===== src/rtl/itag_bist_ctrl.sv =====
// March C- BIST controller for the instruction tag RAM, with a write-only zero-fill mode.
// Latency: op k is driven after edge k from start; compare result lands two edges after its read.
// No backpressure: one array operation per cycle; test_mode=0 aborts a run immediately.
module itag_bist_ctrl #(
  parameter int ADDR_W = 9,
  parameter int DATA_W = 19
) (
  input  logic              clk,
  input  logic              bist_reset,
  input  logic              test_mode,
  input  logic [1:0]        bist_mode,
  input  logic [DATA_W-1:0] tag_rd_data,
  output logic [ADDR_W-1:0] bist_adr,
  output logic              bist_we,
  output logic [DATA_W-1:0] bist_pattern,
  output logic              bist_on,
  output logic              done,
  output logic              error_l,
  output logic [ADDR_W-1:0] fail_adr,
  output logic [2:0]        fail_elem
);

  localparam logic [1:0] S_IDLE  = 2'd0;
  localparam logic [1:0] S_RUN   = 2'd1;
  localparam logic [1:0] S_FLUSH = 2'd2;
  localparam logic [1:0] S_DONE  = 2'd3;

  localparam logic [1:0] M_CHK  = 2'b10;
  localparam logic [1:0] M_FILL = 2'b11;

  localparam logic [ADDR_W-1:0] ADR_ONE = ADDR_W'(1);

  // Checkerboard base word: 0101... with bit0 set.
  function automatic logic [DATA_W-1:0] f_chk_base();
    logic [DATA_W-1:0] v;
    v = '0;
    for (int i = 0; i < DATA_W; i += 2) v[i] = 1'b1;
    return v;
  endfunction

  localparam logic [DATA_W-1:0] CHK_BASE = f_chk_base();

  logic [1:0]        r_state;
  logic [1:0]        r_mode;
  logic [2:0]        r_elem;     // element of the next operation to issue
  logic [ADDR_W-1:0] r_adr;      // address of the next operation to issue
  logic              r_ph;       // 0: next op is the read, 1: next op is the write
  logic              r_fin;      // last operation has been issued
  logic              r_rd;       // operation on the outputs this cycle is a read
  logic [DATA_W-1:0] r_rd_exp;
  logic [2:0]        r_rd_elem;
  logic              r_cmp_vld;
  logic [DATA_W-1:0] r_cmp_exp;
  logic [ADDR_W-1:0] r_cmp_adr;
  logic [2:0]        r_cmp_elem;

  logic              w_start;
  logic              w_fill;
  logic              w_down;
  logic              w_wval;
  logic              w_rval;
  logic [DATA_W-1:0] w_bg;
  logic [DATA_W-1:0] w_wpat;
  logic [DATA_W-1:0] w_rexp;
  logic              w_adr_last;
  logic              w_elem_last;
  logic              w_adr_done;
  logic              w_miss;

  // Next-operation decode from the sequence counters.
  always_comb begin
    w_start     = (r_state == S_IDLE) && test_mode && (bist_mode != 2'b00);
    w_fill      = (r_mode == M_FILL);
    w_down      = (r_elem >= 3'd3);
    w_wval      = (r_elem == 3'd1) || (r_elem == 3'd3);
    w_rval      = (r_elem == 3'd2) || (r_elem == 3'd4);
    w_bg        = (r_mode == M_CHK) ? (CHK_BASE ^ {DATA_W{r_adr[0]}}) : '0;
    w_wpat      = w_fill ? '0 : (w_bg ^ {DATA_W{w_wval}});
    w_rexp      = w_bg ^ {DATA_W{w_rval}};
    w_adr_last  = w_down ? (r_adr == '0) : (r_adr == {ADDR_W{1'b1}});
    w_elem_last = w_fill || (r_elem == 3'd5);
    // A write, or the lone read of M5, finishes work on the current address.
    w_adr_done  = r_ph || (r_elem == 3'd5);
    w_miss      = r_cmp_vld && (tag_rd_data != r_cmp_exp);
  end

  // Control FSM: start, issue one operation per cycle, flush, done, abort.
  always_ff @(posedge clk or posedge bist_reset) begin
    if (bist_reset) begin
      r_state      <= S_IDLE;
      r_mode       <= 2'b00;
      r_elem       <= 3'd0;
      r_adr        <= '0;
      r_ph         <= 1'b0;
      r_fin        <= 1'b0;
      r_rd         <= 1'b0;
      r_rd_exp     <= '0;
      r_rd_elem    <= 3'd0;
      bist_adr     <= '0;
      bist_we      <= 1'b0;
      bist_pattern <= '0;
      bist_on      <= 1'b0;
      done         <= 1'b0;
    end else begin
      bist_we <= 1'b0;
      r_rd    <= 1'b0;
      case (r_state)
        S_IDLE: begin
          if (w_start) begin
            r_state <= S_RUN;
            r_mode  <= bist_mode;
            r_elem  <= 3'd0;
            r_adr   <= '0;
            r_ph    <= 1'b1;
            r_fin   <= 1'b0;
            bist_on <= 1'b1;
            done    <= 1'b0;
          end
        end
        S_RUN: begin
          if (!test_mode) begin
            r_state <= S_IDLE;
            bist_on <= 1'b0;
          end else if (r_fin) begin
            r_state <= S_FLUSH;
          end else begin
            bist_adr     <= r_adr;
            bist_we      <= r_ph;
            bist_pattern <= w_wpat;
            r_rd         <= ~r_ph;
            r_rd_exp     <= w_rexp;
            r_rd_elem    <= r_elem;
            if (!w_adr_done) begin
              r_ph <= 1'b1;
            end else if (!w_adr_last) begin
              r_adr <= w_down ? (r_adr - ADR_ONE) : (r_adr + ADR_ONE);
              r_ph  <= (r_elem == 3'd0);
            end else if (w_elem_last) begin
              r_fin <= 1'b1;
            end else begin
              r_elem <= r_elem + 3'd1;
              r_adr  <= (r_elem >= 3'd2) ? {ADDR_W{1'b1}} : '0;
              r_ph   <= 1'b0;
            end
          end
        end
        S_FLUSH: begin
          r_state <= test_mode ? S_DONE : S_IDLE;
          bist_on <= 1'b0;
          done    <= test_mode;
        end
        default: begin
          if (!test_mode || (bist_mode == 2'b00)) r_state <= S_IDLE;
        end
      endcase
    end
  end

  // Readback compare pipeline and sticky first-failure capture.
  always_ff @(posedge clk or posedge bist_reset) begin
    if (bist_reset) begin
      r_cmp_vld  <= 1'b0;
      r_cmp_exp  <= '0;
      r_cmp_adr  <= '0;
      r_cmp_elem <= 3'd0;
      error_l    <= 1'b1;
      fail_adr   <= '0;
      fail_elem  <= 3'd0;
    end else begin
      r_cmp_vld  <= r_rd;
      r_cmp_exp  <= r_rd_exp;
      r_cmp_adr  <= bist_adr;
      r_cmp_elem <= r_rd_elem;
      if (w_start) begin
        error_l   <= 1'b1;
        fail_adr  <= '0;
        fail_elem <= 3'd0;
      end else if (w_miss) begin
        error_l <= 1'b0;
        if (error_l) begin
          fail_adr  <= r_cmp_adr;
          fail_elem <= r_cmp_elem;
        end
      end
    end
  end

endmodule


===== config.mk =====
export PLATFORM = sky130hd
export DESIGN_NAME = itag_bist_ctrl
export DESIGN_NICKNAME = d
export VERILOG_FILES = /design/src/rtl/itag_bist_ctrl.sv
export SDC_FILE = /design/constraint.sdc
export NUM_CORES = 1
export LEC_CHECK = 0
export ABC_AREA = 1
export CORE_ASPECT_RATIO = 2
export CORE_MARGIN = 2
export CORE_UTILIZATION = 57
export DETAILED_ROUTE_END_ITERATION = 16
export PLACE_DENSITY = 0.95
export SYNTH_ARGS = -nofsm -noshare
export SYNTH_HDL_FRONTEND = slang
export SYNTH_SLANG_ARGS = --single-unit
export TNS_END_PERCENT = 20

===== constraint.sdc =====
create_clock -name clk -period 5.6 [get_ports clk]
set_input_delay 0.56 -clock clk [delete_from_list [all_inputs] [get_ports clk]]
set_output_delay 0.56 -clock clk [all_outputs]
set_load 0.05 [all_outputs]

==> results.yml <==
timing:
  fin_crit_sh: 0.466
  min_period_ps: 2610
  grt_setup_unrepaired: "false"
  fmax_ghz: 0.383
  setup_ws_ps: 2990
  slew_violations: 0
  setup_viol: 0
  clock_skew_ps: 7.65
  totalNegativeSetupSlack_ps: 0
  maxSlewHeadroom: 0.463
  holdWs_ps: 354
  worst_pin_slew_ps: 805
  hold_viol: 0
synth:
  synthSimpleGateAreaFrac: 0.314
  synth_mux_area_frac: 0
  syn_nets: 532
  netlist_area_mm2: 0.00378
  async_flop_share: 1.00
  synth-seq-area-share: 0.437
  ys_top_cells_by_area: "dfrtp_1 (43%), nand2_1 (16%), inv_1 (6.0%)"
  synth_top_family_by_area: "simple AND/OR/NAND/NOR gates"
  syn_avg_cell_area_um2: 7.71
  synth_cells: 490
  synth_edf_count: 0
  synth_warnings: 0
  synth_xor_area_frac: 0.0185
  synth_top_area_frac: 0.430
  synth-compound-area-share: 0.0540
  post-synth-top-count-cell: "nand2_1"
  synth.largest_area_cell: "dfrtp_1"
  synth.top_cells.by_count: "nand2_1 (164), dfrtp_1 (65), inv_1 (60)"
  synth_flop_cell: "dfrtp_1"
  synthDistinctLibCells: 33
  synth-seq-cells: 66
  yosys.area_share.adder: 0.0616
placed_design:
  gp_congestion: 1.01
  placed_cell_area_mm2: 0.00436
  portBuffers: 67
  dp_hpwl_mm: 6.17
  post-place-ws_ps: 3070
floorplan:
  coreArea_mm2: 0.00652
  die_y_um: 119
  start_util: 0.580
  die_area_mm2: 0.00734
  die_w_um: 61.6
  rows: 42
  ios: 68
route:
  drt_iter0_markers: 230
  antenna_left: 0
  wl_per_cell_um: 13.4
  drc: 0
  vias_per_cell: 5.18
  totalWireLength_mm: 8.53
  num_vias: 3288
  drtPass1Iterations: 5
worst_setup_path:
  reg2reg_from: "r_elem[1]"
  path_cells: "ha_1 > ha_1 > nor2_2 > nand2_1 > ha_1 > nand2_1 > nand2_1 > inv_1 > nand2_1 > nand2_1 > nand2_1 > nand2_1 > nand3_1 > nand4_1 > nand2_1"
  cp_slowest_cell: "ha_1"
  cp_num_buf_inv: 1
  critPathKind: "reg -> reg"
  slowest_delay_ps: 460
  worstSetupEndpointType: "flip-flop"
  crit_family: "simple AND/OR/NAND/NOR gates"
  crit_start: "r_elem[1]"
  startpoint_type: "flip-flop"
  worstPathArrival_ps: 2830
  cp.required_ps: 5820
  cp_max_fo: 10
  crit_top_cell: "nand2_1"
clock_network:
  cts-root-buf: "clkbuf_16"
  cts_tree: "yes"
  cts_made_buffers: 9
  htreeDepth: 3
  postCtsSetupBuffers: 0
  cts.reportedPaths.clkPinSlew_ps: 60
  clock_path_buffers: 2
  cts_sinks: 66
  clkLatencyLatePin_ps: 330
  post_cts_resized: 0
  hold_buffers: 0
global_routing:
  grt_start_max_net_pins: 67
  antenna_found_initial: 0
  overflow: 0
  grt_pass1_vias: 3110
  grt_pass1_wl_mm: 13.9
  track_usage: 0.251
job:
  maxCapViolations: 0
hold_path:
  holdCritStartpoint: "r_rd"
  hold_path.class: "reg -> reg"
pwr:
  powerDensity_mw_per_mm2: 605
  vdd_drop_max_uv: 384
  leakage_nw: 2.39
cells_and_area:
  multiInputGateArea_mm2: 0.00169
  stdcell_area_mm2: 0.00467
  antenna_cells: 0
  post-route-util: 0.716
  seq_area_mm2: 0.00165
  fillCellCount: 489
  nets: 584
  syn_to_final_growth_pct: 23.5
  drive_above_1_share: 0.0731
outcome:
  status: "finished clean"
metrics by stage:
stage | power, mW | std cells
final | 2.83 | 635
after floorplan | 1.90 | 490
after global placement | 2.18 | 619
after CTS | 2.83 | 635
after detailed placement | 2.24 | 619
after global routing | 3.00 | 635
flip-flops by register name, summed over array words and instances (netlist names), 3 cells and up:
signal	count
bist_adr	9
fail_adr	9
r_adr	9
r_cmp_adr	9
fail_elem	3
r_cmp_elem	3
r_elem	3
r_rd_elem	3
area by class of cell:
class,instances,share of cell area
timing repair buffer,68,0.145
multi-input combinational,336,0.363
inverter,61,0.0490
tap,88,0.0236
clock buffer,10,0.0512
sequential,66,0.354
clock inverter,6,0.0139
worst reg2reg max path, cell delays in order (launching register included):
cell and delay (ps):
dfrtp_1 450, ha_1 220, ha_1 210, nor2_2 160, nand2_1 290, ha_1 460, nand2_1 100, nand2_1 70
inv_1 60, nand2_1 70, nand2_1 90, nand2_1 60, nand2_1 60, nand3_1 70, nand4_1 90, nand2_1 50
power breakdown:
part / leakage, nW / internal, mW / switching, mW
logic: 1.36 / 0.469 / 0.988
registers: 0.888 / 0.651 / 0.154
clock network: 0.149 / 0.357 / 0.206
cell families after synthesis:
| logic type | after synthesis |
|---|---|
| AOI/OAI and AO/OA | 38 |
| xor gates and xnor gates | 8 |
| adders and majority gates | 18 |
| buffers and inverters | 88 |
| DFF | 66 |
| and+or+nand+nor | 272 |
layer usage:
metal | part of all wire | track usage
met4 | 0.031 | 0.108
met2 | 0.54 | 0.429
met3 | 0.066 | 0.0532
met1 | 0.36 | 0.287
met5 | 0 | 0
final timing paths:
kind / slack (ps) / depth (start not counted) / endpoint
hold reg to reg: 350 / 0 / r_cmp_vld
setup reg to reg: 2990 / 15 / r_adr[7]
setup / recovery: 2990 / 15 / r_adr[7]
min in group asynchronous: 790 / 3 / fail_adr[8]
max in group asynchronous: 4280 / 3 / r_adr[4]
hold / removal: 350 / 0 / r_cmp_vld
placed cells by master (no fill, tap or decap), types with 2 or more instances in the layout:
master | synthesis | layout
ha_1 | 17 | 17
o21ai_1 | 10 | 10
clkbuf_16 | 0 | 9
nand3_1 | 31 | 31
nand2_4 | 3 | 3
nand2_2 | 7 | 7
inv_1 | 60 | 59
nor3_1 | 4 | 4
xnor2_1 | 4 | 4
dfrtp_1 | 65 | 65
nand2_1 | 164 | 164
nand3b_1 | 4 | 4
nand4_1 | 10 | 10
xor2_1 | 4 | 4
clkinv_2 | 0 | 2
clkdlybuf4s50_1 | 0 | 67
o21ai_0 | 16 | 16
nor2_2 | 3 | 3
a21oi_1 | 8 | 8
nor2_1 | 41 | 41
inv_2 | 1 | 2
Power figures use the tool's default switching activity.
